**src/rtl/vpu_cfg_sched_pkg.sv**
```systemverilog
// vpu_cfg_sched_pkg
//   Shared types for the VPU configuration scheduler: the vector micro-op
//   layout, the CSR operation codes, the scheduler state encoding and the
//   default sizing.
package vpu_cfg_sched_pkg;

    localparam int MAX_OUTSTANDING_DEF = 8;
    localparam int NUM_RETIRE_DEF      = 2;

    typedef enum logic [2:0] {
        CFG_NONE      = 3'd0,
        CFG_VSETVL    = 3'd1,
        CFG_VSETVLI   = 3'd2,
        CFG_VSETIVLI  = 3'd3,
        CFG_VL_READ   = 3'd4,
        CFG_CSR_READ  = 3'd5,
        CFG_CSR_WRITE = 3'd6,
        CFG_VXSAT_SET = 3'd7
    } cfg_csr_op_e;

    typedef struct packed {
        cfg_csr_op_e csr_op;
        logic [11:0] csr_addr;
    } cfg_mode_t;

    typedef struct packed {
        cfg_mode_t cfg;
    } vpu_mode_t;

    typedef struct packed {
        logic [31:0] xval;
    } vpu_src_t;

    typedef struct packed {
        logic [5:0] tag;
        vpu_mode_t  mode;
        vpu_src_t   rs1;
        vpu_src_t   rs2;
    } VPU_uOP_t;

    typedef enum logic [1:0] {
        VCFG_IDLE  = 2'd0,
        VCFG_DRAIN = 2'd1,
        VCFG_EXEC  = 2'd2,
        VCFG_RESP  = 2'd3
    } VCFG_SCHED_STATE_e;

    // Micro-op the scheduler synthesizes to set vxsat on behalf of the
    // fixed-point units: only csr_op and rs1 are meaningful.
    function automatic VPU_uOP_t vxsat_set_uop();
        VPU_uOP_t u;
        u = '0;
        u.mode.cfg.csr_op = CFG_VXSAT_SET;
        u.rs1.xval        = 32'd1;
        return u;
    endfunction

endpackage

```
**src/rtl/vpu_cfg_sched_if.sv**
```systemverilog
// vpu_cfg_sched_if
//   Bundles the ISSUE, retire, saturation, CSR-unit and COMMIT signals of
//   the configuration scheduler.
//   slave  : scheduler side (vpu_cfg_sched)
//   master : surrounding pipeline side (ISSUE / EXEC lanes / CSR unit / COMMIT)
interface vpu_cfg_sched_if
    import vpu_cfg_sched_pkg::*;
#(
    parameter int NUM_RETIRE = NUM_RETIRE_DEF,
    parameter int CNT_W      = $clog2(MAX_OUTSTANDING_DEF + 1)
);
    logic                  cfg_valid_i;
    logic                  cfg_ready_o;
    VPU_uOP_t              cfg_entry_i;
    logic                  vec_valid_i;
    logic                  vec_ready_o;
    logic [NUM_RETIRE-1:0] retire_i;
    logic                  sat_valid_i;
    logic                  VCFG_valid_o;
    VPU_uOP_t              VCFG_entry_o;
    logic                  VCFG_read_valid_i;
    logic [31:0]           VCFG_read_data_i;
    logic                  resp_valid_o;
    logic                  resp_ready_i;
    logic [31:0]           resp_data_o;
    logic [CNT_W-1:0]      outstanding_o;
    logic                  busy_o;

    modport slave (
        input  cfg_valid_i, cfg_entry_i, vec_valid_i, retire_i, sat_valid_i,
               VCFG_read_valid_i, VCFG_read_data_i, resp_ready_i,
        output cfg_ready_o, vec_ready_o, VCFG_valid_o, VCFG_entry_o,
               resp_valid_o, resp_data_o, outstanding_o, busy_o
    );

    modport master (
        output cfg_valid_i, cfg_entry_i, vec_valid_i, retire_i, sat_valid_i,
               VCFG_read_valid_i, VCFG_read_data_i, resp_ready_i,
        input  cfg_ready_o, vec_ready_o, VCFG_valid_o, VCFG_entry_o,
               resp_valid_o, resp_data_o, outstanding_o, busy_o
    );

endinterface

```
**src/rtl/vpu_cfg_outstanding_cnt.sv**
```systemverilog
// vpu_cfg_outstanding_cnt
//   Count of in-flight non-config vector uops.
//   clk, rst_n : clock, async active-low reset
//   inc        : one uop accepted this cycle
//   dec        : retire pulses, count drops by their popcount
//   count      : current registered count
//   full       : no room for another uop this cycle (same-cycle retires
//                already counted as freeing room)
//   zero       : registered count is zero
module vpu_cfg_outstanding_cnt #(
    parameter int MAX_OUTSTANDING = 8,
    parameter int NUM_RETIRE      = 2,
    parameter int CNT_W           = $clog2(MAX_OUTSTANDING + 1)
) (
    input  logic                  clk,
    input  logic                  rst_n,
    input  logic                  inc,
    input  logic [NUM_RETIRE-1:0] dec,
    output logic [CNT_W-1:0]      count,
    output logic                  full,
    output logic                  zero
);
    localparam int SUM_W = $clog2(MAX_OUTSTANDING + NUM_RETIRE + 2);

    logic [CNT_W-1:0] cnt_q, cnt_d;
    logic [SUM_W-1:0] pop, sum;
    logic             underflow;

    always_comb begin
        pop = '0;
        for (int i = 0; i < NUM_RETIRE; i++) pop = pop + SUM_W'(dec[i]);
        sum       = SUM_W'(cnt_q) + SUM_W'(inc);
        underflow = pop > sum;
        // Retiring more than is in flight is a pipeline bug; clamp at zero.
        cnt_d     = underflow ? '0 : CNT_W'(sum - pop);
    end

    always_ff @(posedge clk or negedge rst_n) begin
        if (!rst_n) cnt_q <= '0;
        else        cnt_q <= cnt_d;
    end

    assign count = cnt_q;
    assign zero  = (cnt_q == '0);
    // A retire in the same cycle always frees a slot, so the full condition
    // only holds when nothing retires.
    assign full  = (cnt_q >= CNT_W'(MAX_OUTSTANDING)) && (pop == '0);

    a_no_underflow: assert property (@(posedge clk) disable iff (!rst_n) !underflow);

endmodule

```
**src/rtl/vpu_cfg_sched.sv**
```systemverilog
// vpu_cfg_sched
//   Serializes vector configuration uops onto the single-cycle CSR unit port.
//   A config op waits until every in-flight vector uop has retired, then
//   drives the CSR unit for one cycle and hands the read data to COMMIT.
//   Fixed-point saturation events borrow the same port to set vxsat.
//   clk_i, rst_ni : clock, async active-low reset
//   bus           : handshake/bus bundle (slave side)
module vpu_cfg_sched
    import vpu_cfg_sched_pkg::*;
#(
    parameter int MAX_OUTSTANDING = MAX_OUTSTANDING_DEF,
    parameter int NUM_RETIRE      = NUM_RETIRE_DEF,
    parameter int CNT_W           = $clog2(MAX_OUTSTANDING + 1)
) (
    input  logic            clk_i,
    input  logic            rst_ni,
    vpu_cfg_sched_if.slave  bus
);
    VCFG_SCHED_STATE_e state, state_nxt;
    VPU_uOP_t          entry_q;
    logic [31:0]       resp_q;
    logic              sat_pend;

    logic              idle, cfg_ready, vec_ready, vec_hs, cfg_hs, sat_inject;
    logic              cnt_full, cnt_zero;
    logic [CNT_W-1:0]  cnt;
    VPU_uOP_t          vcfg_entry;

    vpu_cfg_outstanding_cnt #(
        .MAX_OUTSTANDING (MAX_OUTSTANDING),
        .NUM_RETIRE      (NUM_RETIRE),
        .CNT_W           (CNT_W)
    ) u_cnt (
        .clk   (clk_i),
        .rst_n (rst_ni),
        .inc   (vec_hs),
        .dec   (bus.retire_i),
        .count (cnt),
        .full  (cnt_full),
        .zero  (cnt_zero)
    );

    // Valid/ready outputs are gated by reset so they drop the instant
    // rst_ni falls, not at the next edge.
    always_comb begin
        idle       = (state == VCFG_IDLE);
        cfg_ready  = rst_ni & idle;
        // A waiting config op is older than any vector uop offered with it.
        vec_ready  = rst_ni & idle & ~cnt_full & ~bus.cfg_valid_i;
        cfg_hs     = bus.cfg_valid_i & cfg_ready;
        vec_hs     = bus.vec_valid_i & vec_ready;
        // EXEC owns the port; any other cycle is free for a vxsat write.
        sat_inject = rst_ni & (state != VCFG_EXEC) & (sat_pend | bus.sat_valid_i);
    end

    always_comb begin
        state_nxt = state;
        unique case (state)
            VCFG_IDLE:  if (cfg_hs) state_nxt = VCFG_DRAIN;
            // Pending vxsat writes go first so the config op sees final vxsat.
            VCFG_DRAIN: if (cnt_zero && !sat_pend && !bus.sat_valid_i)
                            state_nxt = VCFG_EXEC;
            VCFG_EXEC:  state_nxt = VCFG_RESP;
            VCFG_RESP:  if (bus.resp_ready_i) state_nxt = VCFG_IDLE;
            default:    state_nxt = VCFG_IDLE;
        endcase
    end

    always_comb begin
        vcfg_entry = '0;
        if (state == VCFG_EXEC) vcfg_entry = entry_q;
        else if (sat_inject)    vcfg_entry = vxsat_set_uop();
    end

    always_ff @(posedge clk_i or negedge rst_ni) begin
        if (!rst_ni) begin
            state    <= VCFG_IDLE;
            entry_q  <= '0;
            resp_q   <= '0;
            sat_pend <= 1'b0;
        end else begin
            state <= state_nxt;
            if (cfg_hs) entry_q <= bus.cfg_entry_i;
            // Only the EXEC read is kept; vxsat read data is dropped.
            if (state == VCFG_EXEC) resp_q <= bus.VCFG_read_data_i;
            sat_pend <= sat_inject ? 1'b0 : (sat_pend | bus.sat_valid_i);
        end
    end

    assign bus.cfg_ready_o   = cfg_ready;
    assign bus.vec_ready_o   = vec_ready;
    assign bus.VCFG_valid_o  = (rst_ni & (state == VCFG_EXEC)) | sat_inject;
    assign bus.VCFG_entry_o  = vcfg_entry;
    assign bus.resp_valid_o  = rst_ni & (state == VCFG_RESP);
    assign bus.resp_data_o   = (state == VCFG_RESP) ? resp_q : 32'd0;
    assign bus.outstanding_o = cnt;
    assign bus.busy_o        = ~idle;

    // The CSR unit answers in the same cycle it is driven.
    a_exec_read: assert property (@(posedge clk_i) disable iff (!rst_ni)
                                  (state == VCFG_EXEC) |-> bus.VCFG_read_valid_i);

endmodule

```
**src/flat_wrapper.sv**
```systemverilog
// flat-port wrapper written by rule: the top's interface ports become plain ports
module vpu_cfg_sched_flat import vpu_cfg_sched_pkg::*;
#(
    parameter int MAX_OUTSTANDING = MAX_OUTSTANDING_DEF,
    parameter int NUM_RETIRE      = NUM_RETIRE_DEF,
    parameter int CNT_W           = $clog2(MAX_OUTSTANDING + 1)
)
  (clk_i, rst_ni, bus_cfg_valid_i, bus_cfg_entry_i, bus_vec_valid_i, bus_retire_i, bus_sat_valid_i, bus_VCFG_read_valid_i, bus_VCFG_read_data_i, bus_resp_ready_i, bus_cfg_ready_o, bus_vec_ready_o, bus_VCFG_valid_o, bus_VCFG_entry_o, bus_resp_valid_o, bus_resp_data_o, bus_outstanding_o, bus_busy_o);
  vpu_cfg_sched_if #(.NUM_RETIRE(NUM_RETIRE), .CNT_W(CNT_W)) bus_i ();
  input  logic clk_i;
  input  logic rst_ni;
  input wire logic [$bits(bus_i.cfg_valid_i)-1:0] bus_cfg_valid_i;
  input wire logic [$bits(bus_i.cfg_entry_i)-1:0] bus_cfg_entry_i;
  input wire logic [$bits(bus_i.vec_valid_i)-1:0] bus_vec_valid_i;
  input wire logic [$bits(bus_i.retire_i)-1:0] bus_retire_i;
  input wire logic [$bits(bus_i.sat_valid_i)-1:0] bus_sat_valid_i;
  input wire logic [$bits(bus_i.VCFG_read_valid_i)-1:0] bus_VCFG_read_valid_i;
  input wire logic [$bits(bus_i.VCFG_read_data_i)-1:0] bus_VCFG_read_data_i;
  input wire logic [$bits(bus_i.resp_ready_i)-1:0] bus_resp_ready_i;
  output wire logic [$bits(bus_i.cfg_ready_o)-1:0] bus_cfg_ready_o;
  output wire logic [$bits(bus_i.vec_ready_o)-1:0] bus_vec_ready_o;
  output wire logic [$bits(bus_i.VCFG_valid_o)-1:0] bus_VCFG_valid_o;
  output wire logic [$bits(bus_i.VCFG_entry_o)-1:0] bus_VCFG_entry_o;
  output wire logic [$bits(bus_i.resp_valid_o)-1:0] bus_resp_valid_o;
  output wire logic [$bits(bus_i.resp_data_o)-1:0] bus_resp_data_o;
  output wire logic [$bits(bus_i.outstanding_o)-1:0] bus_outstanding_o;
  output wire logic [$bits(bus_i.busy_o)-1:0] bus_busy_o;
  assign bus_i.cfg_valid_i = bus_cfg_valid_i;
  assign bus_i.cfg_entry_i = bus_cfg_entry_i;
  assign bus_i.vec_valid_i = bus_vec_valid_i;
  assign bus_i.retire_i = bus_retire_i;
  assign bus_i.sat_valid_i = bus_sat_valid_i;
  assign bus_i.VCFG_read_valid_i = bus_VCFG_read_valid_i;
  assign bus_i.VCFG_read_data_i = bus_VCFG_read_data_i;
  assign bus_i.resp_ready_i = bus_resp_ready_i;
  assign bus_cfg_ready_o = bus_i.cfg_ready_o;
  assign bus_vec_ready_o = bus_i.vec_ready_o;
  assign bus_VCFG_valid_o = bus_i.VCFG_valid_o;
  assign bus_VCFG_entry_o = bus_i.VCFG_entry_o;
  assign bus_resp_valid_o = bus_i.resp_valid_o;
  assign bus_resp_data_o = bus_i.resp_data_o;
  assign bus_outstanding_o = bus_i.outstanding_o;
  assign bus_busy_o = bus_i.busy_o;
  vpu_cfg_sched #(.MAX_OUTSTANDING(MAX_OUTSTANDING), .NUM_RETIRE(NUM_RETIRE), .CNT_W(CNT_W)) u_core (.clk_i(clk_i), .rst_ni(rst_ni), .bus(bus_i));
endmodule
```
**config.mk**
```make
export PLATFORM = sky130hd
export DESIGN_NAME = vpu_cfg_sched_flat
export DESIGN_NICKNAME = d
export VERILOG_FILES = /design/src/rtl/vpu_cfg_sched_pkg.sv /design/src/rtl/vpu_cfg_sched_if.sv /design/src/rtl/vpu_cfg_outstanding_cnt.sv /design/src/rtl/vpu_cfg_sched.sv /design/src/flat_wrapper.sv
export SDC_FILE = /design/constraint.sdc
export NUM_CORES = 1
export LEC_CHECK = 0
export ABC_CLOCK_PERIOD_IN_PS = 2900
export CAP_MARGIN = 20
export CORE_UTILIZATION = 43
export DETAILED_ROUTE_END_ITERATION = 10
export PLACE_DENSITY_LB_ADDON = 0.15
export REMOVE_ABC_BUFFERS = 1
export SYNTH_ARGS = -nofsm -noshare
export SYNTH_HDL_FRONTEND = slang
export SYNTH_SLANG_ARGS = --single-unit
```
**constraint.sdc**
```tcl
create_clock -name clk_i -period 2.9 [get_ports clk_i]
set_clock_uncertainty 0.2 [all_clocks]
set_input_delay 0.58 -clock clk_i [delete_from_list [all_inputs] [get_ports clk_i]]
set_output_delay 0.58 -clock clk_i [all_outputs]
set_load 0.02 [all_outputs]
```
==> key figures <==
CTS
  • CTS Buffer Depth: 2
  • Clock-pin slew on the worst setup and hold paths: about 0.050 ns
  • Clk sinks: between 100 and 150
  • Root buffer cell: clkbuf_16
  • CTS tree: done
  • Clock latency on the worst-skew pair: 0.41 ns
  • H-tree level count: 4
  • TritonCTS Buffers: 17

STA
  • Highest clock rate: around 360 MHz
  • Setup TNS: 0 ns
  • Final worst path period need: 2.77 ns
  • Final Hold Viols: 0
  • Max_slew headroom: 42.3%
  • Fin crit share: between 90 and 100%
  • Final setup fails: 0
  • Worst Tran Pin Value: between 0.8 and 0.9 ns
  • Max Slew Vio Count: 0

Logic synthesis
  • Post-synthesis register bit count: roughly 120
  • Synth Cell Area: around 0.0059 mm²
  • YS warnings: 0
  • Synth area leader: dfrtp_1
  • Post-synth EDFFs: 0
  • Synth Instances: approximately 440
  • Synth cell count leaders: 124 x dfrtp_1, 116 x and2_1, 51 x mux2_4
  • Syn_area_per_cell: about 13 µm²
  • Most common cell in the netlist: dfrtp_1
  • Post-synth top area share: between 50% and 60%
  • Part of the Yosys area used for sequential elements: 52.4%
  • Ys flop type: dfrtp_1
  • Fraction of registers with async set/reset: between 90% and 100%
  • Synth unique cells: 31
  • Area contributors post-synth: dfrtp_1 52%, mux2_4 13%, and2_1 12%

GRT
  • Vias in the first global route: roughly 4500
  • First-pass GRT wire length: ~23000 µm
  • Initial antenna violation count: 0
  • Largest net degree at the start of global routing: 69
  • Congestion Overflow GR: 0
  • Total track usage: 21.2%

Drt
  • WL per Instance: 16.5 µm
  • Vias per std cell: roughly 4.7
  • Vias: between 4000 and 5000
  • Final WL: 14700 µm
  • DR iter-0 viols: 183
  • Final ANT Viol Nets: 0
  • DRT Pass-1 Iters: 4
  • Drt drc: 0

Cells and area
  • Ant diodes: 0
  • Area Overhead vs Synth: 58.1%
  • Final nets: around 850
  • Share of post-route cells with drive strength above 1: between 20% and 30%
  • Fillers: between 1000 and 1500

Worst setup path
  • Worst Path Max Fanout: 6
  • Worst r2r src: u_core.state[1]
  • Crit Path Class: flop to flop
  • Crit path from: u_core.state[1]
  • Setup crit start kind: flop
  • Worst EP arrival: 2.85 ns
  • Req. time, crit path: between 2 and 3 ns
  • Worst setup EP type: flop

Power and ir drop
  • Worst vdd ir: around 0.45 mV
  • P per Cell Area: 1050 mW/mm²
  • Pwr Total: between 0.009 and 0.01 W
  • Leak pwr: 5.08 nW

Floorplanning
  • Ports: approximately 250
  • Initial Utilization: 44.4%
  • Core box area: ~0.013 mm²
  • Die X: 119 µm
  • Number of core rows: 42
  • DIE AREA: 0.0142 mm²
  • Die height: 119 µm

Place
  • Routability cong.: 0.740
  • Port Buf Inserts: 250
  • Hpwl dp: around 11000 µm

Flow run
  • Max-cap violations: 0

Outcome
  • Status: completed

Min path
  • Worst Hold Class: input pin to asynchronous set/reset pin
-- cells by family (layout without fill, tap and decap cells) --
kind of cell | after synthesis | after routing | share of synthesized area [%]
flops | 124 | 124 | 52.4
simple gates | 138 | 138 | 14.1
xor+xnor | 2 | 2 | 0.296
mux | 119 | 119 | 25.8
buf+inv | 36 | 312 | 3.19
fa+ha+maj | 12 | 12 | 2.66
compound gates | 13 | 13 | 1.48
-- repair_timing --
| action | CTS | global route |
|---|---|---|
| hold buffers | 1 | 0 |
| buffers inserted | 0 | 1 |
| endpoints found under the hold margin | 7 | 0 |
| setup endpoints to repair | 117 | 42 |
| pin swaps | 0 | 4 |
| gates cloned | 0 | 0 |
| gates resized for setup | 87 | 51 |
-- path summary, 6_finish.rpt --
kind	endpoint	slack, ns	depth (start not counted)
max in group asynchronous	u_core.entry_q[66]	1.59	3
worst max-delay path	u_core.u_cnt.count[2]	0.13	15
min in group clk_i	u_core.entry_q[9]	0.28	1
worst min register to register	u_core.entry_q[9]	0.28	1
worst min-delay path	u_core.entry_q[70]	0.25	3
worst max register to register	u_core.u_cnt.count[2]	0.13	15
-- where the power goes --
part	internal [W]	switching, W	leakage [nW]	total, W
logic	0.00243	0.00214	3.30	0.00457
registers	0.00262	0.000466	1.48	0.00309
clock network	0.00149	0.000711	0.306	0.00220
-- per-stage QoR --
stage / hold WS (ns) / area [µm²] / util [%] / setup slack [ns] / cells
CTS: 0.270 / 9240 / 69.2 / 0.00769 / 895
global route: 0.296 / 9370 / 70.2 / -0.00686 / 896
detailed placement: 0.274 / 8710 / 65.3 / -0.514 / 864
finish: 0.250 / 9370 / 70.2 / 0.132 / 896
floorplan: 0.0844 / 5770 / - / -1.33 / 418
global placement: 0.265 / 8710 / 65.3 / -0.341 / 864
-- layout make-up --
class                   instances  area, µm²  share of cell area, %
clock buffers                  22        474                   5.06
clock inverters                 8        140                   1.50
inverters                      10       37.5                  0.401
multi-input cells             284       2680                   28.6
flip-flops and latches        124       3100                   33.1
well taps                     176        220                   2.35
repair buffers                272       2710                   28.9
-- flip-flops by register name, indices dropped and copies added, names as in the netlist --
register and count:
u_core.entry_q 85, u_core.resp_q 32, u_core.sat_pend 1, u_core.state 2
u_core.u_cnt.count 4
-- placed cells by master, fill, tap and decap left out, drive strengths merged --
cell and n:
fa 1, a221o 1, o21ai 2, dlymetal6s2s 36, buf 22, and2 116, nand3 2, clkbuf 23
a31oi 1, nor3b 2, dlygate4sd3 1, nor3 2, a221oi 1, nor2 4, nor2b 1, mux2 118
clkdlybuf4s15 3, a21boi 1, mux2i 1, xnor2 1, dlygate4sd2 81, clkdlybuf4s50 128, or2 1, clkinv 4
ha 11, inv 10, a21o 4, xor2 1, a21oi 3, bufinv 4, nor4 2, dfrtp 124
nand2 8
-- layer usage --
metal	wire length (µm)	vias up	GRT usage [%]
met4	320	0	9.06
met5	0	-	0
met2	7410	146	35.2
met1	6070	2030	24.9
li1	-	2007	-
met3	944	20	7.09
-- critical path, cell delays in order (launching register included) --
cell and delay [ns]:
dfrtp_1 0.40, inv_2 0.11, ha_4 0.15, and2_4 0.14
nand2_1 0.05, nor2_2 0.12, and2_1 0.14, ha_1 0.22
inv_1 0.05, ha_1 0.12, inv_1 0.06, fa_2 0.43
inv_2 0.08, o21ai_0 0.07, a31oi_1 0.21, a21oi_1 0.08
(Power assumes the default switching activity.)
